## config.mk

```make
export PLATFORM = sky130hd
export DESIGN_NAME = pipe_hazard_unit_flat
export DESIGN_NICKNAME = d
export VERILOG_FILES = /design/src/rtl/pipe_hazard_unit_pkg.sv /design/src/rtl/pipe_hazard_unit_if.sv /design/src/rtl/pipe_hazard_unit_match_prio.sv /design/src/rtl/pipe_hazard_unit.sv /design/src/flat_wrapper.sv
export SDC_FILE = /design/constraint.sdc
export NUM_CORES = 1
export LEC_CHECK = 0
export CAP_MARGIN = 40
export CELL_PAD_IN_SITES_DETAIL_PLACEMENT = 0
export CELL_PAD_IN_SITES_GLOBAL_PLACEMENT = 1
export CORE_AREA = 2 2 43 65
export DETAILED_ROUTE_END_ITERATION = 8
export DIE_AREA = 0 0 45 67
export GPL_TIMING_DRIVEN = 0
export PLACE_DENSITY = 0.77
export SLEW_MARGIN = 20
export SYNTH_ARGS = -nofsm -noshare
export SYNTH_HDL_FRONTEND = slang
export SYNTH_SLANG_ARGS = --single-unit
```

## constraint.sdc

```tcl
create_clock -name clock -period 2.4 [get_ports clock]
set_input_delay 0.24 -clock clock [delete_from_list [all_inputs] [get_ports clock]]
set_output_delay 0.24 -clock clock [all_outputs]
set_load 0.1 [all_outputs]
```

## src/rtl/pipe_hazard_unit_pkg.sv

```systemverilog
// Shared types and constants for the pipeline hazard unit (package pipe_pkg).
// rd is stored at RW_MAX bits so one entry type serves every legal RW.
package pipe_pkg;
  localparam int RW_DEFAULT  = 5;
  localparam int RW_MAX      = 8;
  localparam int FWD_REGFILE = 0;

  typedef struct packed {
    logic              valid;
    logic              load;
    logic [RW_MAX-1:0] rd;
  } sb_entry_t;
endpackage

```

## src/rtl/pipe_hazard_unit_if.sv

```systemverilog
// ID-stage request and hazard/forwarding response bundle.
// master = decode stage, slave = hazard unit.
interface pipe_hazard_unit_if #(
  parameter int DEPTH = 3,
  parameter int RW    = pipe_pkg::RW_DEFAULT
);
  localparam int FW = $clog2(DEPTH);
  localparam int CW = $clog2(DEPTH + 1);

  logic          id_valid;
  logic [RW-1:0] id_rs;
  logic [RW-1:0] id_rt;
  logic          id_use_rs;
  logic          id_use_rt;
  logic          id_wreg;
  logic          id_m2reg;
  logic [RW-1:0] id_rd;
  logic          flush;
  logic          ext_stall;
  logic          stall;
  logic [FW-1:0] fwd_a;
  logic [FW-1:0] fwd_b;
  logic [CW-1:0] inflight_cnt;

  modport master (
    output id_valid, id_rs, id_rt, id_use_rs, id_use_rt, id_wreg, id_m2reg, id_rd,
    output flush, ext_stall,
    input  stall, fwd_a, fwd_b, inflight_cnt
  );

  modport slave (
    input  id_valid, id_rs, id_rt, id_use_rs, id_use_rt, id_wreg, id_m2reg, id_rd,
    input  flush, ext_stall,
    output stall, fwd_a, fwd_b, inflight_cnt
  );
endinterface

```

## src/rtl/pipe_hazard_unit_match_prio.sv

```systemverilog
// Youngest-producer search over scoreboard entries 1..N for one source operand.
module pipe_match_prio
  import pipe_pkg::*;
#(
  parameter int N  = 2,
  parameter int RW = RW_DEFAULT,
  parameter int FW = 2
) (
  input  logic          use_src,
  input  logic [RW-1:0] src,
  input  sb_entry_t [N:1] ent,
  output logic          hit,
  output logic [FW-1:0] idx,
  output logic          load
);
  // Scan oldest to youngest so the smallest matching index overwrites the rest.
  always_comb begin
    hit  = 1'b0;
    idx  = '0;
    load = 1'b0;
    if (use_src && (src != '0)) begin
      for (int k = N; k >= 1; k--) begin
        if (ent[k].valid && (ent[k].rd == RW_MAX'(src))) begin
          hit  = 1'b1;
          idx  = FW'(k);
          load = ent[k].load;
        end
      end
    end
  end
endmodule

```

## src/rtl/pipe_hazard_unit.sv

```systemverilog
// Scoreboard-based hazard detection and operand forwarding for the in-order pipeline.
// Define PIPE_FWD_EN for forwarding; otherwise every in-flight RAW hazard stalls.
module pipe_hazard_unit
  import pipe_pkg::*;
#(
  parameter int DEPTH      = 3,
  parameter int RW         = RW_DEFAULT,
  parameter int LOAD_STAGE = 2
) (
  input logic              clock,
  input logic              reset,
  pipe_hazard_unit_if.slave hz
);
  localparam int FW = $clog2(DEPTH);
  localparam int CW = $clog2(DEPTH + 1);

  sb_entry_t [DEPTH:1] sb;
  sb_entry_t           new_entry;
  logic                hit_a, hit_b, ld_a, ld_b, haz_a, haz_b, stall_int;
  logic [FW-1:0]       idx_a, idx_b;
  logic [CW-1:0]       cnt;

  pipe_match_prio #(.N(DEPTH - 1), .RW(RW), .FW(FW)) u_match_rs (
    .use_src (hz.id_use_rs),
    .src     (hz.id_rs),
    .ent     (sb[DEPTH-1:1]),
    .hit     (hit_a),
    .idx     (idx_a),
    .load    (ld_a)
  );

  pipe_match_prio #(.N(DEPTH - 1), .RW(RW), .FW(FW)) u_match_rt (
    .use_src (hz.id_use_rt),
    .src     (hz.id_rt),
    .ent     (sb[DEPTH-1:1]),
    .hit     (hit_b),
    .idx     (idx_b),
    .load    (ld_b)
  );

`ifdef PIPE_FWD_EN
  // A load still short of LOAD_STAGE has no data yet: interlock instead of forwarding.
  assign haz_a    = hit_a && ld_a && (int'(idx_a) < LOAD_STAGE);
  assign haz_b    = hit_b && ld_b && (int'(idx_b) < LOAD_STAGE);
  assign hz.fwd_a = (hit_a && !haz_a) ? idx_a : FW'(FWD_REGFILE);
  assign hz.fwd_b = (hit_b && !haz_b) ? idx_b : FW'(FWD_REGFILE);
`else
  logic unused_nofwd;
  assign haz_a        = hit_a;
  assign haz_b        = hit_b;
  assign hz.fwd_a     = FW'(FWD_REGFILE);
  assign hz.fwd_b     = FW'(FWD_REGFILE);
  assign unused_nofwd = ^{ld_a, ld_b, idx_a, idx_b, (LOAD_STAGE > 0)};
`endif

  assign stall_int = (haz_a || haz_b) && hz.id_valid && !hz.flush;
  assign hz.stall  = stall_int;

  always_comb begin
    new_entry = '0;
    if (hz.id_valid && !hz.flush && !stall_int) begin
      new_entry.valid = hz.id_wreg && (hz.id_rd != '0);
      new_entry.load  = hz.id_m2reg;
      new_entry.rd    = RW_MAX'(hz.id_rd);
    end
  end

  // Scoreboard: entry k is the instruction k stages past ID; only valid bits are reset.
  always_ff @(posedge clock) begin
    if (reset) begin
      for (int k = 1; k <= DEPTH; k++) sb[k].valid <= 1'b0;
    end else if (!hz.ext_stall) begin
      sb[1] <= new_entry;
      for (int k = 2; k <= DEPTH; k++) sb[k] <= sb[k-1];
    end
  end

  always_comb begin
    cnt = '0;
    for (int k = 1; k <= DEPTH; k++) cnt = cnt + CW'(sb[k].valid);
  end
  assign hz.inflight_cnt = cnt;

  // The retiring stage is covered by register-file write-through; only its valid bit is read.
  logic unused_tail;
  assign unused_tail = ^{sb[DEPTH].load, sb[DEPTH].rd};
endmodule

```

## src/flat_wrapper.sv

```systemverilog
// flat-port wrapper written by rule: the top's interface ports become plain ports
module pipe_hazard_unit_flat import pipe_pkg::*;
#(
  parameter int DEPTH      = 3,
  parameter int RW         = RW_DEFAULT,
  parameter int LOAD_STAGE = 2
)
  (clock, reset, hz_id_valid, hz_id_rs, hz_id_rt, hz_id_use_rs, hz_id_use_rt, hz_id_wreg, hz_id_m2reg, hz_id_rd, hz_flush, hz_ext_stall, hz_stall, hz_fwd_a, hz_fwd_b, hz_inflight_cnt);
  pipe_hazard_unit_if #(.DEPTH(DEPTH), .RW(RW)) hz_i ();
  input logic clock;
  input logic reset;
  input wire logic [$bits(hz_i.id_valid)-1:0] hz_id_valid;
  input wire logic [$bits(hz_i.id_rs)-1:0] hz_id_rs;
  input wire logic [$bits(hz_i.id_rt)-1:0] hz_id_rt;
  input wire logic [$bits(hz_i.id_use_rs)-1:0] hz_id_use_rs;
  input wire logic [$bits(hz_i.id_use_rt)-1:0] hz_id_use_rt;
  input wire logic [$bits(hz_i.id_wreg)-1:0] hz_id_wreg;
  input wire logic [$bits(hz_i.id_m2reg)-1:0] hz_id_m2reg;
  input wire logic [$bits(hz_i.id_rd)-1:0] hz_id_rd;
  input wire logic [$bits(hz_i.flush)-1:0] hz_flush;
  input wire logic [$bits(hz_i.ext_stall)-1:0] hz_ext_stall;
  output wire logic [$bits(hz_i.stall)-1:0] hz_stall;
  output wire logic [$bits(hz_i.fwd_a)-1:0] hz_fwd_a;
  output wire logic [$bits(hz_i.fwd_b)-1:0] hz_fwd_b;
  output wire logic [$bits(hz_i.inflight_cnt)-1:0] hz_inflight_cnt;
  assign hz_i.id_valid = hz_id_valid;
  assign hz_i.id_rs = hz_id_rs;
  assign hz_i.id_rt = hz_id_rt;
  assign hz_i.id_use_rs = hz_id_use_rs;
  assign hz_i.id_use_rt = hz_id_use_rt;
  assign hz_i.id_wreg = hz_id_wreg;
  assign hz_i.id_m2reg = hz_id_m2reg;
  assign hz_i.id_rd = hz_id_rd;
  assign hz_i.flush = hz_flush;
  assign hz_i.ext_stall = hz_ext_stall;
  assign hz_stall = hz_i.stall;
  assign hz_fwd_a = hz_i.fwd_a;
  assign hz_fwd_b = hz_i.fwd_b;
  assign hz_inflight_cnt = hz_i.inflight_cnt;
  pipe_hazard_unit #(.DEPTH(DEPTH), .RW(RW), .LOAD_STAGE(LOAD_STAGE)) u_core (.clock(clock), .reset(reset), .hz(hz_i));
endmodule
```

### After elaboration in Yosys (flattened, before gate mapping)

Index checks and enable logic that the tools add are counted.

| operators by class | value |
|---|---|
| add/sub/neg operators | 2 |
| eq/ne operators | 4 |
| muxes and demuxes | 7 |
| bitwise gates (word level) | 2 |
| reductions and logical operators | 18 |

Operator list:

| operator | count |
|---|---|
| 8-bit by 5-bit equality test with 1-bit output | 4 |
| 5-bit nonzero test | 3 |
| 1-bit logical AND | 11 |
| 10-bit 2-to-1 mux | 1 |
| 1-bit 2-to-1 mux | 6 |
| 1-bit by 1-bit adder with 2-bit output | 1 |
| 2-bit by 1-bit adder with 2-bit output | 1 |
| 1-bit zero test | 2 |
| 1-bit NOT | 2 |
| 2-bit AND reduction | 1 |
| 1-bit logical OR | 1 |

| storage, ports and cells | value |
|---|---|
| register bits after elaboration | 19 |
| input port bits | 24 |
| output and inout bits | 7 |
| logic and storage cells | 39 |

### Longest topological paths before layout

| logic depth | value |
|---|---|
| depth in word-level cells | 11 |
| depth in mapped cells | 5 |

### Hierarchy

From an unflattened synthesis, not the netlist that was laid out.

| second synthesis, totals | value |
|---|---|
| cell total of the unflattened synthesis | 87 |
| area, all modules | 980.9 µm² |

Modules (own cells, without submodules):

| module | times used | cells each | area each (µm²) | seq. area each (µm²) |
|---|---|---|---|---|
| pipe_hazard_unit | 1 | 39 | 595.6 | 420.4 |
| pipe_match_prio | 2 | 24 | 192.7 | 0.0 |

### Worst setup path after synthesis

No wires, ideal clock.

| timing path | value |
|---|---|
| path type | register to output |
| start point | reg u_core.sb[1] in the netlist's numbering |
| end point | out hz_stall |
| data arrival time | 2.426 ns |
| required time | 2.160 ns |
| setup slack | -0.266 ns |
| stages on the path, launching flop included | 6 |
| path through | edfxtp_1 xnor2_1 nand4_1 o22ai_1 a22o_2 nor2b_1 |

| on the way | value |
|---|---|
| word-level cells in the longest chain between the ends | 7 |
| elaborated cells on any way between the ends | 11 |

RTL lines:

| what | line | RTL |
|---|---|---|
| from (decl) | pipe_hazard_unit.sv:17 | `sb_entry_t [DEPTH:1] sb;` |
| 8-bit by 5-bit equality test with 1-bit output | pipe_hazard_unit_match_prio.sv:23 | `if (ent[k].valid && (ent[k].rd == RW_MAX'(src))) begin` |
| 1-bit logical AND | pipe_hazard_unit_match_prio.sv:23 |  |
| 1-bit 2-to-1 mux | pipe_hazard_unit_match_prio.sv:23 |  |
| 1-bit 2-to-1 mux | pipe_hazard_unit_match_prio.sv:21 | `if (use_src && (src != '0)) begin` |
| 1-bit logical OR (*) | pipe_hazard_unit.sv:56 | `assign stall_int = (haz_a \|\| haz_b) && hz.id_valid && !hz.flush;` |
| 1-bit logical AND (*) (2 in series) | pipe_hazard_unit.sv:56 |  |
| to (decl) | flat_wrapper.sv:22 | `output wire logic [$bits(hz_i.stall)-1:0] hz_stall;` |

Mark *: on every way between the ends. The rest lies on a longest branch, timed or not.

### Worst setup path after layout

| timing path | value |
|---|---|
| start point | reg u_core.sb[9] in the netlist's numbering |
| end point | out hz_inflight_cnt[0] |

| on the way | value |
|---|---|
| word-level cells in the longest chain between the ends | 2 |

RTL lines:

| what | line | RTL |
|---|---|---|
| 1-bit by 1-bit adder with 2-bit output | pipe_hazard_unit.sv:80 | `for (int k = 1; k <= DEPTH; k++) cnt = cnt + CW'(sb[k].valid);` |
| 2-bit by 1-bit adder with 2-bit output | pipe_hazard_unit.sv:80 |  |
| to (decl) | flat_wrapper.sv:25 | `output wire logic [$bits(hz_i.inflight_cnt)-1:0] hz_inflight_cnt;` |

Every way passes these cells.

==> flow_summary.json <==
{
  "synth_compound_area_share_pct": 7.956,
  "totalWireLength_mm": 1.702,
  "fin_util_pct": 48.81,
  "rsz0062_at_grt": "no",
  "drtIter0Drc": 5,
  "cap_viol_max_count": 0,
  "cts_tree": "built",
  "syn_to_final_growth_pct": 47.43,
  "p_total_uw": 525.2,
  "place_ws_ns": -0.3764,
  "fin_crit_sh_pct": 88.69,
  "drv_slew": 0,
  "path_class": "reg2out",
  "hpwlAfterDp_mm": 1.376,
  "clock_sinks": 13,
  "synth_top_area_share_pct": 37.44,
  "required_ns": 2.16,
  "registers.top_by_ff_count": "u_core.sb",
  "rows": 22,
  "firstDrtPassIters": 2,
  "vdd_drop_max_mv": 0.2854,
  "grt_pass1_wl_mm": 2.835,
  "via_per_inst": 4.856,
  "run_status": "finished clean",
  "fin_ws_ns": 0.2714,
  "die_area_sq_mm": 0.003015,
  "drive_above_1_share_pct": 16.67,
  "yosys.area_share.adder_pct": 2.496,
  "synth_edf_count": 10,
  "fin_tns_setup_ns": 0,
  "num_vias": 641,
  "timing.final.crit_period_ns": 2.129,
  "synthTopCellsByArea": "edfxtp_1 (37%), xnor2_1 (22%), dfxtp_1 (7.5%), and2_1 (3.9%), buf_4 (3.7%)",
  "clockRootBuffer": "clkbuf_4",
  "largest_reg_flops": 13,
  "path_cells": "fa_1 > clkdlybuf4s50_1 > buf_8",
  "largestRegisters": "u_core.sb x13",
  "first_global_vias": 702,
  "hold_viol": 0,
  "max_stage_delay_ns": 0.54,
  "grt_remaining_overflow": 0,
  "synth_top_family_by_area": "XOR/XNOR gates",
  "ios": 31,
  "reg2regPathDepth": 6,
  "track_usage_pct": 13.02,
  "die_w_microns": 45,
  "synthesis.yosys.warnings": 0,
  "r2r_end": "u_core.sb[4]",
  "io_buffers": 25,
  "die_y_microns": 67,
  "synth-simple-area-share_pct": 16.07,
  "clock_skew_ns": 0.002178,
  "holdWs_ns": 0.5231,
  "startpoint_type": "flip-flop",
  "avgSynthCellArea_sq_um": 11.14,
  "grt_max_degree": 11,
  "synth_xor_area_share_pct": 21.84,
  "final-setup-viol-count": 0,
  "ctsHoldBuffers": 0,
  "hold_depth": 2,
  "path_clk_slew_ns": 0.08,
  "leakage_uw": 0.0004166,
  "cp_max_fo": 5,
  "yosysUniqueCellTypes": 19,
  "synthMostInstantiatedCell": "xnor2_1",
  "cp.arrival_ns": 1.89,
  "r2r-start": "u_core.sb[13]",
  "ant_nets": 0,
  "insertion_delay_ns": 0.27,
  "cpMaxStageDelayCell": "fa_1",
  "min_from": "u_core.sb[29]",
  "synth_area_sq_um": 802.0,
  "synth_top_cell_by_area": "edfxtp_1",
  "synth_seq_area_share_pct": 44.93,
  "synth_top_flop_cell": "edfxtp_1",
  "reg2reg_slack_ns": 0.77,
  "drc": 0,
  "ys_ff_latch": 13,
  "start_util_pct": 33.11,
  "wl_per_cell_microns": 12.89,
  "synthesis.instances": 72,
  "yosys-top-cells-count": "xnor2_1 (20), edfxtp_1 (10), and2_1 (5), nand2_1 (5)",
  "antennaDiodeCount": 0,
  "grt_antenna_before_repair": 0,
  "fin_nets": 134,
  "end_kind": "primary output",
  "fmax_mhz": 469.8,
  "synthMuxAreaShare_pct": 2.496,
  "htreeDepth": 1,
  "hold_path.class": "reg2reg",
  "worstHoldEndpoint": "u_core.sb[29]",
  "fillCellCount": 256,
  "cts.path.max_buffers": 2,
  "core_area_sq_mm": 0.002422,
  "place.gp.congestion": 0.6978,
  "async_flop_share_pct": 0,
  "power_density_mw_per_mm2": 444.2,
  "cts_buffers": 3
}
[final cells by class]
cell class                      count  area [sq um]  area share (%)
Multi-Input combinational cell     58         441.7           37.35
Sequential cell                    13         360.3           30.48
Timing Repair Buffer               29         294.0           24.87
Buffer                              4         30.03           2.540
Tap cell                           24         30.03           2.540
Clock buffer                        4         26.28           2.222
[placed cells by master (no fill, tap or decap), drive strengths merged]
cell type	count
xnor2	20
clkdlybuf4s50	15
edfxtp	10
dlygate4sd2	9
buf	9
nand2	5
and2	5
nand4	4
conb	4
or4	4
clkbuf	4
nor2	3
dfxtp	3
o22ai	3
o21a	2
mux2i	2
nand2b	1
a22o	1
nor2b	1
o21ai	1
a221oi	1
fa	1
[power by group]
group          internal [uW]  total (uW)  leakage [uW]  switching (uW)
sequential               253         262      0.000110            9.39
clock                   64.3         133     0.0000150            68.5
combinational           62.6         131      0.000292            67.9
[routing by layer]
metal | up-vias | part of all wire, % | global-route usage (%)
met1 | 289 | 37 | 13.57
li1 | 325 | - | -
met3 | 6 | 4.8 | 1.897
met5 | - | 0 | 0
met2 | 21 | 55 | 22.86
met4 | 0 | 2.8 | 8.824
[critical path, delay by kind of cell (launching register included)]
family                     cells  cell delay (ns)
adders and majority gates      1             0.54
buffers and inverters          2             0.71
DFF                            1             0.37
[stage by stage]
| step | instance area (sq um) | cells |
|---|---|---|
| floorplan | 815.8 | 75 |
| global placement | 1096 | 124 |
| detailed placement | 1141 | 127 |
| CTS | 1175 | 131 |
| global route | 1182 | 132 |
| finish | 1182 | 132 |
[worst max path at each step]
stage,slack [ns],end,from,depth (start not counted)
after detailed placement,-0.38,hz_stall,hz_id_rs[4],7
after global placement,-0.71,hz_stall,hz_id_rs[4],6
final,0.27,hz_inflight_cnt[0],u_core.sb[9],3
after floorplan,0.26,hz_stall,u_core.sb[1],5
after global routing,0.19,hz_inflight_cnt[0],u_core.sb[9],3
after CTS,0.25,hz_inflight_cnt[0],u_core.sb[9],3
[kinds of logic (layout without fill, tap and decap cells)]
family | after synthesis | in the layout
AND/OR/NAND/NOR | 23 | 23
XOR/XNOR | 20 | 20
flip-flops | 13 | 13
AO/OA/AOI/OAI | 8 | 8
buffers and inverters | 4 | 37
multiplexers | 2 | 2
adder cells (fa/ha/maj) | 1 | 1
other | 1 | 4
[repair_timing]
action / 4_1_cts / 5_1_grt
resized for setup: 13 / 0
buffers inserted: 1 / 0
setup endpoints to repair: 1 / 0
No activity file was read; power rests on OpenSTA's default activity.
